[config.mk]
export PLATFORM = sky130hd
export DESIGN_NAME = instr_fetch
export DESIGN_NICKNAME = d
export VERILOG_FILES = /design/src/rtl/riscv_defs.sv /design/src/rtl/fetch_fifo.sv /design/src/rtl/instr_fetch.sv
export SDC_FILE = /design/constraint.sdc
export NUM_CORES = 1
export LEC_CHECK = 0
export CELL_PAD_IN_SITES_DETAIL_PLACEMENT = 0
export CELL_PAD_IN_SITES_GLOBAL_PLACEMENT = 1
export CORE_AREA = 3 3 124 126
export DETAILED_ROUTE_END_ITERATION = 16
export DIE_AREA = 0 0 127 129
export DONT_BUFFER_PORTS = 1
export PLACE_DENSITY_LB_ADDON = 0.1
export SETUP_SLACK_MARGIN = 0.15
export SLEW_MARGIN = 20
export SYNTH_ARGS = -nofsm -noshare
export SYNTH_HDL_FRONTEND = slang
export SYNTH_HIERARCHICAL = 1
export SYNTH_SLANG_ARGS = --single-unit
[constraint.sdc]
create_clock -name clk -period 4.8 [get_ports clk]
set_input_delay 0.96 -clock clk [delete_from_list [all_inputs] [get_ports clk]]
set_output_delay 0.96 -clock clk [all_outputs]
set_load 0.005 [all_outputs]
[src/rtl/riscv_defs.sv]
// Shared fetch-stage definitions: instruction constants and fetch FSM encoding.
package riscv_defs;

    localparam int          XLEN             = 32;
    localparam logic [31:0] NOP_INSTR        = 32'h0000_0013;
    localparam logic [31:0] DEFAULT_RESET_PC = 32'h0000_0000;

    typedef enum logic [1:0] {
        S_IDLE  = 2'd0,
        S_FETCH = 2'd1,
        S_FLUSH = 2'd2,
        S_ERR   = 2'd3
    } fetch_state_e;

endpackage

[src/rtl/fetch_fifo.sv]
// Small in-order instruction buffer with push/pop and a single-cycle flush.
module fetch_fifo #(
    parameter int DEPTH = 2,
    parameter int WIDTH = 32
) (
    input  logic                     clk,
    input  logic                     rst_n,
    input  logic                     push,
    input  logic [WIDTH-1:0]         push_data,
    input  logic                     pop,
    input  logic                     flush,
    output logic [$clog2(DEPTH):0]   count,
    output logic                     empty,
    output logic [WIDTH-1:0]         head
);
    localparam int AW = $clog2(DEPTH);

    logic [WIDTH-1:0] mem [DEPTH];
    logic [AW-1:0]    rd_ptr;
    logic [AW-1:0]    wr_ptr;

    assign empty = (count == '0);
    assign head  = mem[rd_ptr];

    // Pointer and occupancy tracking; flush wins over any same-cycle push/pop.
    always_ff @(posedge clk or negedge rst_n) begin
        if (!rst_n) begin
            rd_ptr <= '0;
            wr_ptr <= '0;
            count  <= '0;
        end else if (flush) begin
            rd_ptr <= '0;
            wr_ptr <= '0;
            count  <= '0;
        end else begin
            if (push) wr_ptr <= wr_ptr + AW'(1);
            if (pop)  rd_ptr <= rd_ptr + AW'(1);
            count <= count + ($clog2(DEPTH)+1)'(push) - ($clog2(DEPTH)+1)'(pop);
        end
    end

    // Storage array; contents are don't-care until written, so no reset.
    always_ff @(posedge clk) begin
        if (push && !flush) mem[wr_ptr] <= push_data;
    end

endmodule

[src/rtl/instr_fetch.sv]
// Fetch stage: issues imem word requests under a credit limit, buffers
// in-order returns, delivers {instr, pc} to decode, and handles redirects.
module instr_fetch
    import riscv_defs::*;
#(
    parameter logic [31:0] RESET_PC   = DEFAULT_RESET_PC,
    parameter int          FIFO_DEPTH = 2
) (
    input  logic        clk,
    input  logic        rst_n,
    output logic        imem_req,
    output logic [31:0] imem_addr,
    input  logic        imem_gnt,
    input  logic        imem_rvalid,
    input  logic [31:0] imem_rdata,
    input  logic        redirect_valid,
    input  logic [31:0] redirect_pc,
    output logic        if_valid,
    output logic [31:0] if_instr,
    output logic [31:0] if_pc,
    input  logic        if_ready,
    output logic        fetch_err
);
    localparam int CW = $clog2(FIFO_DEPTH) + 1;

    fetch_state_e    state;
    logic [31:0]     fetch_pc;
    logic [31:0]     deliver_pc;
    logic [CW-1:0]   outstanding;
    logic [CW-1:0]   drop_cnt;
    logic [CW-1:0]   fifo_count;
    logic            fifo_empty;
    logic [XLEN-1:0] fifo_head;
    logic            issue;
    logic            push;
    logic            pop;
    logic            misaligned;
    logic [CW:0]     credit_used;
    logic [CW:0]     drop_next;

    // Every issued-but-unreturned word plus every buffered word holds a slot,
    // which is what makes FIFO overflow impossible.
    assign credit_used = {1'b0, outstanding} + {1'b0, fifo_count};
    assign imem_req    = ((state == S_FETCH) || (state == S_FLUSH)) &&
                         (credit_used < (CW+1)'(FIFO_DEPTH));
    assign imem_addr   = fetch_pc;
    assign issue       = imem_req && imem_gnt;

    // A same-cycle redirect kills both the arriving word and the pop.
    assign push        = imem_rvalid && (drop_cnt == '0) && !redirect_valid;
    assign pop         = if_valid && if_ready && !redirect_valid;
    assign misaligned  = |redirect_pc[1:0];
    assign drop_next   = {1'b0, outstanding} + (CW+1)'(issue) - (CW+1)'(imem_rvalid);

    assign if_valid    = !fifo_empty && (state != S_ERR);
    assign if_instr    = if_valid ? fifo_head : NOP_INSTR;
    assign if_pc       = deliver_pc;

    fetch_fifo #(
        .DEPTH (FIFO_DEPTH),
        .WIDTH (XLEN)
    ) u_fifo (
        .clk       (clk),
        .rst_n     (rst_n),
        .push      (push),
        .push_data (imem_rdata),
        .pop       (pop),
        .flush     (redirect_valid),
        .count     (fifo_count),
        .empty     (fifo_empty),
        .head      (fifo_head)
    );

    // Fetch FSM with PC, in-flight and drop bookkeeping; redirect has priority.
    always_ff @(posedge clk or negedge rst_n) begin
        if (!rst_n) begin
            state       <= S_IDLE;
            fetch_pc    <= RESET_PC;
            deliver_pc  <= RESET_PC;
            outstanding <= '0;
            drop_cnt    <= '0;
            fetch_err   <= 1'b0;
        end else begin
            outstanding <= outstanding + CW'(issue) - CW'(imem_rvalid);
            if (redirect_valid) begin
                fetch_pc   <= redirect_pc;
                deliver_pc <= redirect_pc;
                drop_cnt   <= drop_next[CW-1:0];
                fetch_err  <= misaligned;
                if (misaligned)              state <= S_ERR;
                else if (drop_next != '0)    state <= S_FLUSH;
                else                         state <= S_FETCH;
            end else begin
                if (issue) fetch_pc <= fetch_pc + 32'd4;
                if (pop)   deliver_pc <= deliver_pc + 32'd4;
                if (imem_rvalid && (drop_cnt != '0)) drop_cnt <= drop_cnt - CW'(1);
                case (state)
                    S_IDLE:  state <= S_FETCH;
                    S_FLUSH: if (drop_cnt == CW'(imem_rvalid)) state <= S_FETCH;
                    default: state <= state;
                endcase
            end
        end
    end

    // A response with nothing in flight means the memory broke the protocol.
    assert property (@(posedge clk) disable iff (!rst_n) imem_rvalid |-> (outstanding != '0));

endmodule

Yosys cells after proc, flatten, opt, wreduce, memory -nomap -nowiden
Memory sizes are Yosys's and may differ from the RTL's.
Index checks and enable logic that the tools add are counted.
- register bits after elaboration: 75
- memory bits (writable): 64
- input bits: 70
- output and inout port bits: 99
- logic and storage cells: 71
- memories: 1
- memories (name ; depth ; bits a word ; read ports ; clocked after Yosys merged registers in ; write ports ; RTL line ; RTL):
    u_fifo.mem ; 2 ; 32 ; 1 ; 0 ; 1 ; fetch_fifo.sv:18 ; logic [WIDTH-1:0] mem [DEPTH];
- add/subtract/negate cells: 12
- order comparisons: 1
- equality and inequality tests: 5
- mux-type cells: 19
- reduce and logical (&&, ||, !) cells: 24
- operator list (cell ; count):
    32-bit 2-to-1 mux ; 5
    32-bit by 3-bit adder with 32-bit output (second input constant) ; 2
    2-bit 2-to-1 mux ; 7
    2-bit nonzero test ; 5
    1-bit logical AND ; 9
    2-bit logical NOT ; 3
    1-bit 2-to-1 mux ; 6
    3-bit nonzero test ; 2
    2-bit by 1-bit adder with 2-bit output ; 2
    2-bit one-hot mux with 2 select lines ; 1
    2-bit by 1-bit subtractor with 2-bit output ; 2
    2-bit by 1-bit adder with 3-bit output ; 1
    2-bit by 2-bit adder with 3-bit output ; 1
    3-bit by 2-bit less-than comparator with 1-bit output (second input constant) ; 1
    3-bit by 2-bit != test with 1-bit output (second input constant) ; 1
    3-bit by 1-bit subtractor with 3-bit output ; 1
    1-bit adder (second input constant) ; 2
    2-bit by 1-bit equality test with 1-bit output ; 1
    2-bit by 1-bit equality test with 1-bit output (second input constant) ; 1
    2-bit equality test (second input constant) ; 1
    1-bit logical NOT ; 2
    2-bit != test (second input constant) ; 1
    2-bit AND reduction ; 1
    2-bit OR reduction ; 1
    other kinds (2) ; 2

Logic depth before layout (Yosys ltp)
Gate-level depths: netlist (run 1).
- word-level depth: 10
- depth in mapped cells: 13
- gate-level depth less buffers: 12

Cells and area by module
The synthesis (run 1) kept the hierarchy.
- modules (own cells, without submodules) (module ; instances ; cells each ; area each (um^2) ; sequential area each (um^2)):
    instr_fetch ; 1 ; 510 ; 4493.1 ; 1776.7
    fetch_fifo ; 1 ; 118 ; 2672.6 ; 2021.9

Worst setup path after synthesis (run 1)
Ideal clock, no wire load.
- path kind: input -> register
- from: input port redirect_valid
- to: memory u_fifo.mem[0][0] (enable)
- setup time: 0.468 ns
- data arrival time: 4.022 ns
- data required time: 4.332 ns
- path slack: 0.310 ns
- stages: 4
- buffers on the path: 1
- path through: clkinv_1 clkbuf_1 and3_1 nor3b_1
- cells in the longest elaborated chain, start to end: 5
- RTL lines (element ; RTL line ; RTL):
    from (decl) ; instr_fetch.sv:16 ; input logic redirect_valid,
    1-bit logical NOT ; instr_fetch.sv:50 ; assign push = imem_rvalid && (drop_cnt == '0) && !redirect_valid;
    1-bit logical AND ; instr_fetch.sv:50 ;
    via push ; instr_fetch.sv:35 ; logic push;
    1-bit logical AND ; fetch_fifo.sv:44 ; if (push && !flush) mem[wr_ptr] <= push_data;
    1-bit 2-to-1 mux ; fetch_fifo.sv:44 ;
    1-bit 2-to-1 mux (not written as such) ; fetch_fifo.sv:44 ;
    to (decl) ; fetch_fifo.sv:18 ;
The timed path passes the listed nets, and every way through them passes these cells.

Worst setup path after layout (run 1)
- from: register outstanding[0]
- to: register state[1]
- cells in the longest elaborated chain, start to end: 10
- RTL lines (element ; RTL line ; RTL):
    from (decl) ; instr_fetch.sv:29 ; logic [CW-1:0] outstanding;
    from (signal assigned) ; instr_fetch.sv:84 ; outstanding <= outstanding + CW'(issue) - CW'(imem_rvalid);
    2-bit by 2-bit adder with 3-bit output ; instr_fetch.sv:43 ; assign credit_used = {1'b0, outstanding} + {1'b0, fifo_count};
    3-bit by 2-bit less-than comparator with 1-bit output ; instr_fetch.sv:45 ; (credit_used < (CW+1)'(FIFO_DEPTH));
    1-bit logical AND ; instr_fetch.sv:44 ; assign imem_req = ((state == S_FETCH) || (state == S_FLUSH)) &&
    1-bit logical AND ; instr_fetch.sv:47 ; assign issue = imem_req && imem_gnt;
    2-bit by 1-bit adder with 3-bit output * ; instr_fetch.sv:53 ; assign drop_next = {1'b0, outstanding} + (CW+1)'(issue) - (CW+1)'(imem_rvalid);
    3-bit by 1-bit subtractor with 3-bit output * ; instr_fetch.sv:53 ;
    via drop_next[1] ; instr_fetch.sv:39 ; logic [CW:0] drop_next;
    3-bit nonzero test * ; instr_fetch.sv:91 ; else if (drop_next != '0) state <= S_FLUSH;
    2-bit 2-to-1 mux * ; instr_fetch.sv:91 ;
    2-bit 2-to-1 mux * ; instr_fetch.sv:90 ; if (misaligned) state <= S_ERR;
    2-bit 2-to-1 mux * ; instr_fetch.sv:85 ; if (redirect_valid) begin
    to (signal assigned) ; instr_fetch.sv:100 ; default: state <= state;
    to (decl) ; instr_fetch.sv:26 ; fetch_state_e state;
The timed path passes the listed nets; every way through them passes the cells marked *.
A chain may end at the register's enable or synchronous reset.

==> impl_metrics.yaml, run 1 <==
run_status:
  outcome: "finished clean"
global_route:
  grt_pass1_wl_um: 27400
  grt_use_met1: 0.264
  grt_pass1_vias: 4981
  busiest_layer: "met2"
  grt_max_degree: 76
  use_met2: 0.342
  track_usage: 0.213
  antenna_found_initial: 0
  use_met3: 0.0809
  grt_overflow: 0
yosys:
  synth_top_area_cell: "edfxtp_1"
  synth_adder_area_share: 0.0213
  synth_cells: 628
  synth_xor_area_frac: 0.0300
  ys_types: 55
  synth_mux_area_frac: 0.0903
  async_flop_share: 0.540
  syn-cell-area_mm2: 0.00717
  synth_flop_cell: "dfrtp_1"
  synth_compound_area_frac: 0.0901
  synth_top_cell_area_share: 0.268
  synthSimpleGateAreaFrac: 0.203
  synth_edf_count: 64
  synth_nets: 709
  seq_area_frac_synth: 0.530
  ys_warn_count: 6
  netlist_top_cells_area: "edfxtp_1 (27%), dfrtp_1 (26%), mux2_4 (6.1%), and2_1 (3.1%), mux2_2 (2.7%)"
  ys_seq_elements: 139
  synth_top_family_by_area: "simple AND/OR/NAND/NOR gates"
  synth_area_per_cell_um2: 11.4
timing:
  fmax_mhz: 293
  hold_viol: 0
  slew_viol_final: 0
  skew_ns: 0.0112
  finalSetupViolCount: 0
  slew_headroom: 0.329
  rsz0062_at_grt: "no"
  fin_crit_sh: 0.710
  min_period_ns: 3.41
  tightestPinTransition_ns: 1.01
  setup_tns_ns: 0
drt:
  drt_wl_total_um: 17200
  via_per_inst: 6.08
  final_antenna_net_count: 0
  drt_first_pass_iters: 5
  drt_iter0_drc: 404
  avgRoutedWirePerCell_um: 21.0
  drc_errors: 0
  routed-via-count: 4977
place:
  port_buffers: 0
  placed_cell_area_mm2: 0.00726
  dpl.cell_count: 786
  hpwlAfterDp_um: 12300
  place_congestion: 0.800
power_and_ir_drop:
  p_leak_uw: 0.00285
  power.switching_uw: 870
  switching_share: 0.276
  power_uw: 3150
  clkPwrFrac: 0.391
  p_per_area_mw_per_mm2: 403
  ir_worst_vdd_mv: 0.244
  seq_power_share: 0.474
  p_int_uw: 2280
  comb_power_share: 0.135
final_layout:
  drive_gt1_frac: 0.142
  instances_no_fill: 818
  fin_area_mm2: 0.00782
  syn2layout_area_growth_pct: 9.15
  fin_nets: 702
  utilization: 0.542
  fillers: 1258
  diodes: 0
worst_hold_path:
  holdCritPathClass: "in2async"
clocking:
  root_buffer: "clkbuf_16"
  cts_sinks: 139
  cts_max_level: 4
  cts_resized: 0
  clk_pin_slew_ns: 0.06
  postCtsHoldBufs: 0
  insertion_delay_ns: 0.41
  numCtsBuffers: 17
  clk_path_buf_depth: 2
  post-cts-setup-buffers: 0
  cts_tree: "done"
critical_path:
  r2r_start: "outstanding[0]"
  path_cells: "and2_1 -> fa_1 -> nor4b_2 -> buf_4 -> inv_1 -> ha_1 -> inv_1 -> ha_1 -> fa_1 -> or3_1 -> o31ai_1 -> o21ai_0"
  start_kind: "flip-flop"
  timing.rr.end: "state[1]"
  worst-r2r-setup-slack_ns: 1.39
  crit_type: "reg2reg"
  cp_slowest_cell: "fa_1"
  cp-end-kind: "flip-flop"
  cp_data_arrival_time_ns: 3.69
  ff2ff_path_depth: 12
  required_ns: 5.08
  critPathMaxStageDelay_ns: 0.47
  cp_max_fo: 17
floorplanning:
  start_util: 0.497
  core_region_area_mm2: 0.0144
  ios: 169
  die_area_mm2: 0.0164
  dieHeight_um: 129
  dieWidth_um: 127
  rows: 44
run:
  max_cap_violations: 0
per-stage QoR:
stage	hold slack (ns)	worst slack, ns
floorplan	0.506	0.310
global placement	0.535	1.47
detailed placement	0.547	1.39
CTS	0.225	1.38
global route	0.221	1.23
finish	0.243	1.39
sequential cells by signal, indices dropped and copies added (netlist names):
register / count
state: 2
u_fifo/rd_ptr: 1
outstanding: 2
fetch_err: 1
u_fifo/count: 2
u_fifo/wr_ptr: 1
drop_cnt: 2
u_fifo/mem: 64
imem_addr: 32
if_pc: 32
synthesized netlist by cell type (all sizes together), types with 2 or more instances:
cell / number
mux2i: 2
xor2: 5
nor2b: 3
inv: 19
or4: 13
buf: 5
and3: 9
nor3b: 3
nand3: 21
o2bb2ai: 3
ha: 9
fa: 2
a21oi: 10
clkbuf: 26
nand4: 22
a211oi: 17
and4: 12
nand2: 37
xnor2: 17
a31oi: 20
nor4: 14
edfxtp: 64
or3: 18
nor2: 44
and2: 35
o21ai: 22
o311a: 2
or2: 2
nor3: 16
o31ai: 12
nand2b: 4
mux2: 46
o211ai: 2
dfrtp: 75
a21bo: 2
worst max-delay path by stage:
stage	start	endpoint	slack (ns)	cells after the start
final	outstanding[0]	state[1]	1.39	12
after floorplan	redirect_valid	u_fifo/mem[0][0]	0.31	4
after global routing	outstanding[0]	state[1]	1.23	12
after detailed placement	outstanding[0]	state[1]	1.39	12
after global placement	outstanding[0]	state[1]	1.47	12
after CTS	outstanding[0]	state[1]	1.38	12
power groups by stage:
stage	sequential (uW)	clock (uW)	combinational [uW]
6_report	1490	1230	425
5_1_grt	1510	1320	482
4_1_cts	1500	1260	432
3_5_place_dp	1520	0	430
3_3_place_gp	1510	0	415
2_1_floorplan	1470	0	361
cells in the final DEF (no fill, tap or decap), types with 4 or more instances in the layout:
master       n
nor2_1      44
mux2_4      29
nand3_1     21
nand2b_1     4
and4_1      12
nor4_1      14
clkbuf_16   17
mux2_2      17
o21ai_1      5
ha_1         9
xor2_1       5
a21oi_1     10
o31ai_1     12
o21ai_0     17
and2_1      35
buf_4        5
and3_1       9
nand4_1     22
a31oi_1     20
clkinvlp_4   6
nand2_1     37
xnor2_1     17
dfrtp_1     74
a211oi_1    17
or4_1       12
edfxtp_1    64
or3_1       18
nor3_1      16
inv_1       19
kinds of logic after synthesis:
logic type      count (synthesis)
mux                            48
fa+ha+maj                      11
simple gates                  259
flops                         139
buf+inv                        51
compound gates                 97
xor+xnor                       23
metal layers:
layer	part of all wire	up-vias	routed length, um
li1	-	2355	-
met4	0.020	0	335
met3	0.093	27	1590
met2	0.48	180	8220
met5	0	-	0
met1	0.41	2415	7010
cell type report:
cell class | count | area (um^2) | area share
sequential | 139 | 3800 | 0.486
multi-input combinational | 438 | 3120 | 0.398
clock buffer | 20 | 447 | 0.0571
tap | 184 | 230 | 0.0294
clock inverter | 12 | 115 | 0.0147
inverter | 20 | 75.1 | 0.00960
timing repair buffer | 5 | 37.5 | 0.00480
critical path, delay by kind of cell, from the launching register on:
kind                       cells  cell delay [ns]
AOI/OAI and AO/OA              2             0.29
adders and majority gates      4             1.39
buffers and inverters          3             0.39
DFF                            1             0.38
and+or+nand+nor                3             0.82
No activity file was read; power rests on OpenSTA's default activity.
==> run 2: changes to the inputs <==
CORE_AREA = 3 3 131 133   (was 3 3 124 126)
DIE_AREA = 0 0 134 136   (was 0 0 127 129)
clock period = 3.1 ns   (was 4.8 ns; I/O delays follow)
==> run 2 against run 1 <==
The run now ends with negative setup slack left. Clock skew up 0.0078 ns. Fmax up 8.8%. Flip-flop and latch count unchanged. Hold slack worse by 0.16 ns. Design area up 2.7%. Critical path depth unchanged. Worst setup slack worse by 1.4 ns. Sequential share of layout area down 1.3 points. Count of clock-buffer cells in the layout down 1. Via count up 2.4%. Die area up 11%. Critical path type unchanged. Critical endpoint unchanged. Largest power group unchanged.
==> impl_metrics.yaml, run 2 (synthesis gave the netlist of run 1 again) <==
timing:
  skew_ns: 0.0189
  finalWorstSetupSlack_ns: -0.0343
  hold_viol: 0
  slew_headroom: 0.436
  fin_crit_sh: 1.01
  tightestPinTransition_ns: 0.846
  rsz0062_at_grt: "yes"
  slew_viol_final: 0
  fmax_mhz: 319
  finalHoldWorstSlack_ns: 0.0845
  min_period_ns: 3.13
  finalSetupViolCount: 1
critical_path:
  required_ns: 3.38
  cp_slowest_cell: "fa_1"
  cp_max_fo: 2
  crit_end: "state[1]"
  ff2ff_path_depth: 12
  cp-end-kind: "flip-flop"
  path_buf_inv: 2
  crit_family: "adder cells"
  path_cells: "and2_4 -> fa_1 -> nor4b_4 -> inv_4 -> ha_4 -> inv_2 -> ha_4 -> fa_2 -> xnor2_2 -> or3_1 -> o31ai_1 -> o21ai_1"
  start_kind: "flip-flop"
  cp.depth: 12
  cp_data_arrival_time_ns: 3.42
  crit_type: "reg2reg"
  critPathMaxStageDelay_ns: 0.49
  timing.rr.end: "state[1]"
  worst-r2r-setup-slack_ns: -0.03
  critical_path.most_common_cell: "ha_4"
  startpoint: "outstanding[0]"
  r2r_start: "outstanding[0]"
clocking:
  clk_pin_slew_ns: 0.06
  cts_max_level: 4
  root_buffer: "clkbuf_16"
  cts_tree: "done"
  cts_sinks: 139
  clk_path_buf_depth: 2
  insertion_delay_ns: 0.42
  numCtsBuffers: 17
global_route:
  grt_max_degree: 80
  grt_pass1_vias: 4935
  grt_pass1_wl_um: 26800
  antenna_found_initial: 0
  track_usage: 0.189
  grt_overflow: 0
place:
  place_congestion: 0.808
  dpl.cell_count: 827
  hpwlAfterDp_um: 12300
  port_buffers: 0
  pre_cts_slack_ns: -0.0777
power_and_ir_drop:
  switching_share: 0.277
  power.switching_uw: 1400
  p_leak_uw: 0.00294
  comb_power_share: 0.158
  p_per_area_mw_per_mm2: 632
  p_int_uw: 3670
  clkPwrFrac: 0.389
  seq_power_share: 0.453
  ir_worst_vdd_mv: 0.405
drt:
  drt_first_pass_iters: 5
  routed-via-count: 5094
  via_per_inst: 5.92
  drt_wl_total_um: 17400
  final_antenna_net_count: 0
  drc_errors: 0
  avgRoutedWirePerCell_um: 20.2
  drt_iter0_drc: 232
floorplanning:
  die_area_mm2: 0.0182
  ios: 169
  start_util: 0.449
  dieHeight_um: 136
  core_region_area_mm2: 0.0159
  rows: 46
  dieWidth_um: 134
final_layout:
  instances_no_fill: 861
  largest_reg_flops: 64
  fillers: 1441
  syn2layout_area_growth_pct: 12.1
  final_cell_mix: "dfrtp_1 (74), edfxtp_1 (64), nor2_1 (44)"
  diodes: 0
  drive_gt1_frac: 0.166
  final_common_cell: "dfrtp_1"
  regMostFlops: "u_fifo/mem"
  fin_nets: 713
run:
  max_cap_violations: 0
run_status:
  outcome: "finished, violations left"
  violations: "negative setup slack"
worst_hold_path:
  holdCritPathClass: "in2async"
-- run 2: repair_timing --
| item | in CTS | in global routing |
|---|---|---|
| hold endpoints to repair | 75 | 0 |
| buffers inserted | 0 | 1 |
| hold buffers | 1 | 0 |
| setup endpoints to repair | 2 | 2 |
| cloned | 0 | 0 |
| pin swaps | 1 | 1 |
| resized for setup | 1 | 3 |
-- run 2: worst min-delay path by stage --
stage | startpoint | end | cells after the start
after floorplan | rst_n | drop_cnt[0] | 0
after global placement | rst_n | if_pc[9] | 0
after detailed placement | rst_n | if_pc[9] | 0
after CTS | rst_n | if_pc[9] | 1
after global routing | rst_n | if_pc[11] | 1
final | rst_n | if_pc[15] | 1
-- run 2: layout make-up --
class | instances | area [um^2] | area share
clock buffer | 19 | 433 | 0.0539
clock inverter | 13 | 144 | 0.0179
inverter | 20 | 77.6 | 0.00966
multi-input combinational | 438 | 3170 | 0.394
sequential | 139 | 3800 | 0.473
tap | 216 | 270 | 0.0336
timing repair buffer | 16 | 140 | 0.0174
-- run 2: metal layers --
layer  global-route usage  share of wire  wire (um)
met1                0.224           0.41       7070
met2                0.319           0.50       8670
met3               0.0692          0.081       1420
met4               0.0674          0.016        272
met5                    0              0          0
-- run 2: power groups by stage --
stage	registers (uW)	clock network, uW	logic, uW
after floorplan	2270	0	587
after global placement	2330	0	724
after detailed placement	2340	0	743
after CTS	2310	2020	774
after global routing	2330	2110	896
final	2300	1980	801
-- run 2: stage by stage --
| step | utilization | instance area, um^2 | power [uW] | TNS [ns] |
|---|---|---|---|---|
| 6_report | 0.504 | 8030 | 5080 | -0.0343 |
| 3_5_place_dp | 0.464 | 7400 | 3080 | -0.0777 |
| 3_3_place_gp | 0.464 | 7400 | 3060 | 0 |
| 2_1_floorplan | - | 7210 | 2860 | -0.299 |
| 4_1_cts | 0.502 | 8010 | 5100 | -0.0492 |
| 5_1_grt | 0.504 | 8030 | 5330 | -0.141 |
